`src/rtl/strand_scheduler_pkg.sv`:
```
// Shared definitions for the strand frame scheduler: default widths, FSM state
// encoding and a saturating counter helper.
package strand_scheduler_pkg;

    localparam int DEF_NUM_STRANDS        = 8;
    localparam int DEF_MEM_DATA_WIDTH     = 24;
    localparam int DEF_MEM_ADDR_WIDTH     = 12;
    localparam int DEF_STRAND_PARAM_WIDTH = 16;
    localparam int DEF_WATCHDOG_CYCLES    = 2000000;

    typedef enum logic [1:0] {
        S_IDLE   = 2'd0,
        S_START  = 2'd1,
        S_RUN    = 2'd2,
        S_FINISH = 2'd3
    } sched_state_e;

    function automatic logic [7:0] sat_inc8(input logic [7:0] v);
        return (v == 8'hFF) ? v : v + 8'd1;
    endfunction

endpackage

```
`src/rtl/strand_mem_arbiter.sv`:
```
// Round-robin time-multiplexer of one frame-buffer read port across all strands,
// with a registered pixel word held per strand.
module strand_mem_arbiter
    import strand_scheduler_pkg::*;
#(
    parameter int NUM_STRANDS        = DEF_NUM_STRANDS,
    parameter int MEM_DATA_WIDTH     = DEF_MEM_DATA_WIDTH,
    parameter int MEM_ADDR_WIDTH     = DEF_MEM_ADDR_WIDTH,
    parameter int STRAND_PARAM_WIDTH = DEF_STRAND_PARAM_WIDTH
) (
    input  logic                                     clk,
    input  logic                                     rst_n,
    input  logic [NUM_STRANDS*MEM_ADDR_WIDTH-1:0]     strand_base,
    input  logic [NUM_STRANDS*STRAND_PARAM_WIDTH-1:0] drv_idx,
    output logic [NUM_STRANDS*MEM_DATA_WIDTH-1:0]     drv_mem_data,
    output logic                                     mem_rd,
    output logic [MEM_ADDR_WIDTH-1:0]                mem_addr,
    input  logic [MEM_DATA_WIDTH-1:0]                mem_rdata
);

    localparam int RR_W = (NUM_STRANDS > 1) ? $clog2(NUM_STRANDS) : 1;
    localparam logic [RR_W-1:0] RR_LAST = RR_W'(NUM_STRANDS - 1);

    logic [RR_W-1:0]               rr;
    logic [RR_W-1:0]               addr_tag;
    logic [RR_W-1:0]               data_tag;
    logic                          data_vld;
    logic [MEM_ADDR_WIDTH-1:0]     sel_base;
    logic [STRAND_PARAM_WIDTH-1:0] sel_idx;
    logic [MEM_ADDR_WIDTH-1:0]     next_addr;

    // Upper index bits are dropped and the sum wraps within the address space.
    always_comb begin
        sel_base  = strand_base[int'(rr)*MEM_ADDR_WIDTH +: MEM_ADDR_WIDTH];
        sel_idx   = drv_idx[int'(rr)*STRAND_PARAM_WIDTH +: STRAND_PARAM_WIDTH];
        next_addr = sel_base + MEM_ADDR_WIDTH'(sel_idx);
    end

    // Pipeline: issue address (tag follows), RAM answers next cycle, then store.
    always_ff @(posedge clk or negedge rst_n) begin
        if (!rst_n) begin
            rr       <= '0;
            addr_tag <= '0;
            data_tag <= '0;
            data_vld <= 1'b0;
            mem_rd   <= 1'b0;
            mem_addr <= '0;
        end else begin
            rr       <= (rr == RR_LAST) ? '0 : rr + RR_W'(1);
            mem_rd   <= 1'b1;
            mem_addr <= next_addr;
            addr_tag <= rr;
            data_vld <= mem_rd;
            data_tag <= addr_tag;
        end
    end

    always_ff @(posedge clk or negedge rst_n) begin
        if (!rst_n) begin
            drv_mem_data <= '0;
        end else if (data_vld) begin
            drv_mem_data[int'(data_tag)*MEM_DATA_WIDTH +: MEM_DATA_WIDTH] <= mem_rdata;
        end
    end

endmodule

```
`src/rtl/strand_scheduler.sv`:
```
// Frame sequencer for the strand driver array: starts enabled drivers on each
// frame tick, waits for their done pulses under a watchdog, and counts dropped ticks.
module strand_scheduler
    import strand_scheduler_pkg::*;
#(
    parameter int NUM_STRANDS        = DEF_NUM_STRANDS,
    parameter int MEM_DATA_WIDTH     = DEF_MEM_DATA_WIDTH,
    parameter int MEM_ADDR_WIDTH     = DEF_MEM_ADDR_WIDTH,
    parameter int STRAND_PARAM_WIDTH = DEF_STRAND_PARAM_WIDTH,
    parameter int WATCHDOG_CYCLES    = DEF_WATCHDOG_CYCLES
) (
    input  logic                                     clk,
    input  logic                                     rst_n,
    input  logic                                     frame_tick,
    input  logic [NUM_STRANDS-1:0]                   strand_enable,
    input  logic [NUM_STRANDS*MEM_ADDR_WIDTH-1:0]     strand_base,
    input  logic [NUM_STRANDS*STRAND_PARAM_WIDTH-1:0] drv_idx,
    input  logic [NUM_STRANDS-1:0]                   drv_done,
    output logic [NUM_STRANDS-1:0]                   drv_start,
    output logic [NUM_STRANDS*MEM_DATA_WIDTH-1:0]     drv_mem_data,
    output logic                                     mem_rd,
    output logic [MEM_ADDR_WIDTH-1:0]                mem_addr,
    input  logic [MEM_DATA_WIDTH-1:0]                mem_rdata,
    output logic                                     frame_active,
    output logic                                     frame_done,
    output logic                                     frame_timeout,
    output logic [7:0]                               overrun_count,
    output sched_state_e                             dbg_state
);

    localparam int WD_W = $clog2(WATCHDOG_CYCLES + 1);
    localparam logic [WD_W-1:0] WD_LAST = WD_W'(WATCHDOG_CYCLES - 1);

    sched_state_e           state;
    sched_state_e           state_nxt;
    logic [NUM_STRANDS-1:0] active_mask;
    logic [NUM_STRANDS-1:0] done_seen;
    logic [NUM_STRANDS-1:0] done_merged;
    logic                   all_done;
    logic                   wd_expired;
    logic                   frame_go;
    logic [WD_W-1:0]        wdog;

    assign done_merged = (done_seen | drv_done) & active_mask;
    assign all_done    = (done_merged == active_mask);
    assign wd_expired  = (wdog == WD_LAST);
    assign frame_go    = frame_tick && (strand_enable != '0);
    assign dbg_state   = state;

    always_ff @(posedge clk or negedge rst_n) begin
        if (!rst_n) state <= S_IDLE;
        else        state <= state_nxt;
    end

    always_comb begin
        state_nxt    = state;
        drv_start    = '0;
        frame_active = 1'b0;
        frame_done   = 1'b0;
        case (state)
            S_IDLE:   if (frame_go) state_nxt = S_START;
            S_START: begin
                drv_start    = active_mask;
                frame_active = 1'b1;
                state_nxt    = S_RUN;
            end
            S_RUN: begin
                frame_active = 1'b1;
                if (all_done || wd_expired) state_nxt = S_FINISH;
            end
            S_FINISH: begin
                frame_active = 1'b1;
                frame_done   = 1'b1;
                state_nxt    = S_IDLE;
            end
            default:  state_nxt = S_IDLE;
        endcase
    end

    // Completion has priority over a simultaneous watchdog expiry.
    always_ff @(posedge clk or negedge rst_n) begin
        if (!rst_n) begin
            active_mask   <= '0;
            done_seen     <= '0;
            wdog          <= '0;
            frame_timeout <= 1'b0;
        end else begin
            case (state)
                S_IDLE: if (frame_go) active_mask <= strand_enable;
                S_START: begin
                    done_seen     <= '0;
                    wdog          <= '0;
                    frame_timeout <= 1'b0;
                end
                S_RUN: begin
                    done_seen <= done_merged;
                    if (!wd_expired) wdog <= wdog + WD_W'(1);
                    if (wd_expired && !all_done) frame_timeout <= 1'b1;
                end
                default: ;
            endcase
        end
    end

    always_ff @(posedge clk or negedge rst_n) begin
        if (!rst_n)                              overrun_count <= 8'd0;
        else if (frame_tick && state != S_IDLE)  overrun_count <= sat_inc8(overrun_count);
    end

    strand_mem_arbiter #(
        .NUM_STRANDS        (NUM_STRANDS),
        .MEM_DATA_WIDTH     (MEM_DATA_WIDTH),
        .MEM_ADDR_WIDTH     (MEM_ADDR_WIDTH),
        .STRAND_PARAM_WIDTH (STRAND_PARAM_WIDTH)
    ) u_arbiter (
        .clk          (clk),
        .rst_n        (rst_n),
        .strand_base  (strand_base),
        .drv_idx      (drv_idx),
        .drv_mem_data (drv_mem_data),
        .mem_rd       (mem_rd),
        .mem_addr     (mem_addr),
        .mem_rdata    (mem_rdata)
    );

endmodule

```
`config.mk`:
```
export PLATFORM = sky130hd
export DESIGN_NAME = strand_scheduler
export DESIGN_NICKNAME = d
export VERILOG_FILES = /design/src/rtl/strand_scheduler_pkg.sv /design/src/rtl/strand_mem_arbiter.sv /design/src/rtl/strand_scheduler.sv
export SDC_FILE = /design/constraint.sdc
export NUM_CORES = 1
export LEC_CHECK = 0
export BUFFER_PORTS_ARGS = -buffer_cell sky130_fd_sc_hd__buf_2
export CAP_MARGIN = 20
export CORE_ASPECT_RATIO = 0.7
export CORE_MARGIN = 5
export CORE_UTILIZATION = 25
export CTS_CLUSTER_DIAMETER = 200
export CTS_CLUSTER_SIZE = 16
export DETAILED_ROUTE_END_ITERATION = 7
export GPL_TIMING_DRIVEN = 0
export SYNTH_ARGS = -nofsm -noshare
export SYNTH_HDL_FRONTEND = slang
export SYNTH_SLANG_ARGS = --single-unit
```
`constraint.sdc`:
```
create_clock -name clk -period 4.9 [get_ports clk]
set_input_delay 0.49 -clock clk [delete_from_list [all_inputs] [get_ports clk]]
set_output_delay 0.49 -clock clk [all_outputs]
set_load 0.01 [all_outputs]
```
**Yosys cells after proc, flatten, opt, wreduce, memory -nomap -nowiden**

Cells that the tools add are included.

- Register bits: 263
- Output and inout port bits: 226
- Bits in latches: 0
- Memories: 0
- Bits of input ports: 267
- ROM bits: 0
- RAM bits: 0

- Multiplexer cells: 13
- Add/sub/neg operators: 5
- $mul: 2
- Bitwise logic cells: 3
- Reduce and logical (&&, ||, !) cells: 15
- Magnitude comparators: 0
- Eq/ne operators: 11
- Shift-type cells: 4
- Divide/modulo/power cells: 0

Operators with widths:

| operator | number |
|---|---|
| 192-bit bitwise mux | 1 |
| 24-bit by 33-bit variable shift with 192-bit output, first input constant | 1 |
| 24-bit by 33-bit variable part select with 192-bit output | 1 |
| 128-bit by 8-bit variable part select with 12-bit output | 1 |
| 96-bit by 32-bit variable part select with 12-bit output | 1 |
| 21-bit case mux with 2 select lines | 1 |
| 32-bit negator with 33-bit output | 1 |
| 21-bit by 1-bit adder with 21-bit output, second input constant | 1 |
| 21-bit equality test, second input constant | 1 |
| 21-bit 2-to-1 mux | 1 |
| 8-bit case mux with 2 select lines | 1 |
| 12-bit adder | 1 |
| 3-bit by 2-bit multiplier with 5-bit output, second input constant | 2 |
| 2-bit AND reduction | 5 |
| 8-bit by 1-bit adder with 8-bit output, second input constant | 1 |
| 8-bit AND | 1 |
| 8-bit equality test | 1 |
| 8-bit equality test, second input constant | 1 |
| 8-bit 2-to-1 mux | 1 |
| 2-bit inequality test, second input constant | 4 |
| 8-bit bitwise OR | 1 |
| 2-bit case mux with 4 select lines | 1 |
| 8-bit nonzero test | 1 |
| 2-bit equality test, second input constant | 2 |
| 14 further kinds | 20 |

**Logic depth before layout (Yosys ltp)**

- Word-level depth: 7
- Depth in mapped cells: 14
- Depth with buffers taken out: 11

**Cells and area by module**

Synthesis repeated with hierarchy kept, for this count alone.

- Cell total of the unflattened synthesis: 1222
- Area total of the unflattened synthesis: 14326.2 µm²

Modules (own cells, without submodules):

| module | instances | area each (µm²) | sequential area each (µm²) | cells each |
|---|---|---|---|---|
| strand_mem_arbiter | 1 | 11875.1 | 5380.2 | 977 |
| strand_scheduler | 1 | 2451.1 | 1201.2 | 245 |

**Least setup slack after synthesis**

Ideal clock, no wire load.

- Path type: register to register
- Start: register u_arbiter.rr[0]
- End: register u_arbiter.mem_addr[10]
- Clock period less this slack: 3476 ps
- Data arrival time: 3407 ps
- Data required time: 4831 ps
- Slack: 1424 ps
- Stages on the path, launching flop included: 15
- Setup time: 69 ps
- Buffers on the path: 3
- Cell sequence: dfrtp_1 > clkbuf_1 > buf_2 > buf_2 > mux4_2 > mux2_2 > ha_1 > inv_1 > fa_1 > nor2b_1 > o21ai_0 > nand2b_1 > a311o_1 > a211o_1 > nand3_1

- Longest elaborated chain between the ends: 3
- Elaborated cells between the ends (all ways): 4

RTL lines:

| element | line | RTL |
|---|---|---|
| start: declaration | strand_mem_arbiter.sv:24 | `logic [RR_W-1:0] rr;` |
| start signal: assignment | strand_mem_arbiter.sv:49 | `rr <= (rr == RR_LAST) ? '0 : rr + RR_W'(1);` |
| 3-bit by 2-bit multiplier with 5-bit output | strand_mem_arbiter.sv:34 | `sel_base = strand_base[int'(rr)*MEM_ADDR_WIDTH +: MEM_ADDR_WIDTH];` |
| 96-bit by 32-bit variable part select with 12-bit output | strand_mem_arbiter.sv:34 |  |
| 12-bit adder * | strand_mem_arbiter.sv:36 | `next_addr = sel_base + MEM_ADDR_WIDTH'(sel_idx);` |
| via u_arbiter.next_addr[10] | strand_mem_arbiter.sv:30 | `logic [MEM_ADDR_WIDTH-1:0] next_addr;` |
| end signal: assignment | strand_mem_arbiter.sv:51 | `mem_addr <= next_addr;` |
| end: declaration | strand_mem_arbiter.sv:17 | `output logic [MEM_ADDR_WIDTH-1:0] mem_addr,` |

Mark *: on every way through the listed nets, which the timed path passes. The rest lies on a longest branch.
A chain may end at the register's enable or synchronous reset.

**Worst setup path after layout**

Same ends and word-level chain as after synthesis.

==> impl_results.md <==
* Largest net degree at the start of global routing at 123
* 1st-pass router iterations at 5
* Top_reg_cell synth: sky130_fd_sc_hd__dfrtp_1
* Leading cell types in the layout, fill and taps excluded: 480 x sky130_fd_sc_hd__buf_2, 263 x sky130_fd_sc_hd__dfrtp_1, 201 x sky130_fd_sc_hd__nand2_1
* Number of distinct library cells after synthesis at 74
* Syn_area_per_cell at 10.4 sq um
* Class of the most critical setup path: reg -> reg
* Startpoint of the most critical hold path: strand_enable[4]
* H-tree level count at 1
* Synth-to-layout area growth at 27.3%
* Rel. slew slack at between 10% and 20%
* Final setup violating endpoints at 0
* Layout cell share with drive strength beyond 1 at roughly 37%
* Clock Latency Late Sink at about 0.56 ns
* Wire length of the first global-routing pass at 87.9 mm
* Number of synthesized flops with an enable pin at 0
* Area of the core at ~56,000 sq um
* Clock tree from TritonCTS: yes
* Width of the chip at 294 um
* Peak supply drop at 173 uV
* Hold Fails Final Rpt at 0
* Slew of the pin with the lowest slew margin at ~1.2 ns
* Routability-driven placement congestion ratio at 0.970
* Min cycle time layout at ~4.5 ns
* Vert. Die Dim at 209 um
* Cell count after synthesis at 1,359
* Per-cell via count in the routed design at 5.10
* Outcome: finished, final reports clean
* Depth of the worst register-to-register path at 14
* Final Util at 32.4%
* Count of unresolved DRC violations after routing at 0
* Via count of the first global-routing pass at 13,700
* Leakage power at ~8.1 nW
* Clock Tree Root: sky130_fd_sc_hd__clkbuf_16
* Final worst path period share at 91.3%
* Starting DRC count in detailed routing at 1,218
* Fraction of registers with async set or reset after synthesis at 100%
* Detail Route met2 WL at 28.2 mm
* Type of element capturing the critical path: flip-flop
* Minimum setup slack among reg-to-reg paths at 0.43 ns
* Max Fanout on Critical Path at 10
* Count of boundary I/O pins at just under 500
* Count of vias placed by the detailed router at around 13,000
* Count of input and output buffers at 460
* Final wirelength at 60.1 mm
* Classification of the worst-slack hold path: in -> reg
* Sinks on the clock net at between 200 and 300
* Slew Viols, Final at 0
* Overall routing resource usage at 18.6%
* Post-synth net total at 1,654
* Hold endpoint: active_mask[4]
* Share of synthesized area occupied by flip-flops and latches at around 47%
* R2r startpoint: u_arbiter.rr[0]
* Number of max-cap violations at 0
* Clock Pin Slew Worst Setup and Hold Paths at 0.08 ns
* Leading cell type in the layout, fill and taps excluded: sky130_fd_sc_hd__buf_2
* Element type at the critical path start: flip-flop
* Number of storage elements in the synthesis netlist at roughly 260
* Required time of the critical path at 5.36 ns
* Number of clock buffers inserted by TritonCTS at 20
* RR Endpoint: u_arbiter.mem_addr[10]
* Remaining antenna violation count at 0
* Overflow after GRT at 0
* Metal3 WL at 5.97 mm
* Initial cell density of the core at 25.4%
* Mapped cell area at 14,100 sq um
* Antenna violations before repair at 7
* Site row count at 72
* Arrival time at the worst endpoint at 4.94 ns
* Worst hold margin at 0.222 ns
* Top routing layer in use: met5
* RSZ-0062 raised after global routing: no
* Maximum clock path buffer count at 3
* Wire per inst at 23.2 um
* Total power at between 0.005 and 0.006 W
* Layout Skew at 0.0407 ns
* Peak clock frequency supported by timing at 224 MHz
* Half-perimeter wire length after placement at 48.1 mm
* Layout net count at 2,140
* Count of instances resized after the clock tree is built at 0
* Post-Route M1 WL at roughly 24 mm
* Warnings, synthesis at 0
* Number of cells on the worst hold path at 2
* P per Cell Area at 311 nW/um^2
* Die Footprint at about 60,000 sq um
-- metal layers --
layer  up-vias  global-route usage [%]
met3       101                    6.15
met4         8                    5.37
li1       5926                       -
met5         -                       0
met1      6546                    23.4
met2       618                    30.8
-- cells by family (layout without fill, tap and decap cells) --
family                     after synthesis  count (layout)  share of synthesized area (%)
xor gates and xnor gates                41              41                           2.70
muxes                                  149             149                           15.7
other                                    1               4                         0.0265
and+or+nand+nor                        443             443                           14.3
AOI/OAI and AO/OA                      337             337                           15.3
adders and majority gates               28              28                           2.59
buffers and inverters                   97             583                           2.83
DFF                                    263             263                           46.6
-- final cells by class --
class	count	area, sq um
Tap cell	740	926
Multi-Input combinational cell	999	7150
Buffer	80	337
Timing Repair Buffer	464	2380
Fill cell	5774	37600
Antenna cell	3	7.51
Clock inverter	1	11.3
Inverter	17	63.8
Clock buffer	21	526
Sequential cell	263	6580
-- sequential cells by signal, indices dropped and copies added (netlist names) --
signal                  flops
active_mask                 8
dbg_state                   2
done_seen                   8
frame_timeout               1
overrun_count               8
u_arbiter.addr_tag          3
u_arbiter.data_tag          3
u_arbiter.data_vld          1
u_arbiter.drv_mem_data    192
u_arbiter.mem_addr         12
u_arbiter.mem_rd            1
u_arbiter.rr                3
wdog                       21
-- what timing repair did --
item | in CTS | in global routing
endpoints found under the hold margin | 55 | 0
buffers inserted | 0 | 0
hold buffers | 1 | 0
-- synth_stat cells (5+ instances only) --
library cell                number  share of area (%)
sky130_fd_sc_hd__a2bb2oi_1      13               0.81
sky130_fd_sc_hd__nand2_1       201                5.3
sky130_fd_sc_hd__nor2_1         93                2.5
sky130_fd_sc_hd__a21oi_1        70                2.5
sky130_fd_sc_hd__o2bb2ai_1       9               0.56
sky130_fd_sc_hd__o22ai_1        28                1.2
sky130_fd_sc_hd__nor4_1          5               0.22
sky130_fd_sc_hd__a2111oi_0       5               0.31
sky130_fd_sc_hd__nor3_1         22               0.78
sky130_fd_sc_hd__mux2_2         99                7.9
sky130_fd_sc_hd__o211ai_1        5               0.27
sky130_fd_sc_hd__clkbuf_1       49                1.3
sky130_fd_sc_hd__a211oi_1       11               0.58
sky130_fd_sc_hd__dfrtp_1       263                 47
sky130_fd_sc_hd__or3_1           5               0.22
sky130_fd_sc_hd__buf_1           6               0.16
sky130_fd_sc_hd__nand3_1        26               0.92
sky130_fd_sc_hd__nand4_1        18               0.80
sky130_fd_sc_hd__and3_1          6               0.27
sky130_fd_sc_hd__xnor2_1        23                1.4
sky130_fd_sc_hd__nor3b_1        11               0.58
sky130_fd_sc_hd__and2_1         14               0.62
sky130_fd_sc_hd__o21ai_0        95                3.4
sky130_fd_sc_hd__mux4_2         48                7.7
sky130_fd_sc_hd__buf_2          21               0.74
sky130_fd_sc_hd__xor2_1         15               0.93
sky130_fd_sc_hd__ha_1           26                2.3
sky130_fd_sc_hd__inv_1          16               0.43
sky130_fd_sc_hd__a31oi_1        16               0.71
sky130_fd_sc_hd__nor2b_1        17               0.75
sky130_fd_sc_hd__o31ai_1        35                1.9
sky130_fd_sc_hd__a311oi_1        6               0.37
sky130_fd_sc_hd__nand2b_1       10               0.44
sky130_fd_sc_hd__a21o_1          6               0.32
-- through the flow --
step,cells,setup WS (ns),instance area [sq um],TNS [ns]
detailed placement,2562,0.340,17400,0
CTS,2585,0.337,18000,0
finish,2588,0.426,18000,0
global route,2587,0.112,18000,0
global placement,2559,-1.46,17400,-366.68
floorplan,1359,1.42,14100,0
-- critical path: stages, from the launching register on --
cell and delay [ns]:
sky130_fd_sc_hd__dfrtp_1 0.37, sky130_fd_sc_hd__clkbuf_1 0.47, sky130_fd_sc_hd__buf_2 0.45, sky130_fd_sc_hd__buf_2 0.49, sky130_fd_sc_hd__mux4_2 0.64, sky130_fd_sc_hd__mux2_2 0.29, sky130_fd_sc_hd__ha_1 0.25, sky130_fd_sc_hd__inv_1 0.10
sky130_fd_sc_hd__fa_1 0.21, sky130_fd_sc_hd__nor2b_1 0.06, sky130_fd_sc_hd__o21ai_0 0.15, sky130_fd_sc_hd__nand2b_1 0.14, sky130_fd_sc_hd__a311o_1 0.44, sky130_fd_sc_hd__a211o_1 0.27, sky130_fd_sc_hd__nand3_1 0.09
-- how the worst max path moves through the flow --
stage / startpoint / to / slack [ns]
6_report: u_arbiter.rr[0] / u_arbiter.mem_addr[10] / 0.43
5_1_grt: u_arbiter.rr[0] / u_arbiter.mem_addr[11] / 0.11
4_1_cts: u_arbiter.rr[0] / u_arbiter.mem_addr[10] / 0.34
3_5_place_dp: u_arbiter.rr[0] / u_arbiter.mem_addr[10] / 0.34
3_3_place_gp: rst_n / u_arbiter.drv_mem_data[116] / -1.46
2_1_floorplan: u_arbiter.rr[0] / u_arbiter.mem_addr[10] / 1.42
-- power breakdown --
part	switching (W)	leakage (nW)	internal [W]
Sequential	0.000204	3.18	0.00245
Combinational	0.000783	4.67	0.000575
Clock	0.000813	0.265	0.000764
Total	0.00180	8.12	0.00379
(Power assumes the default switching activity.)
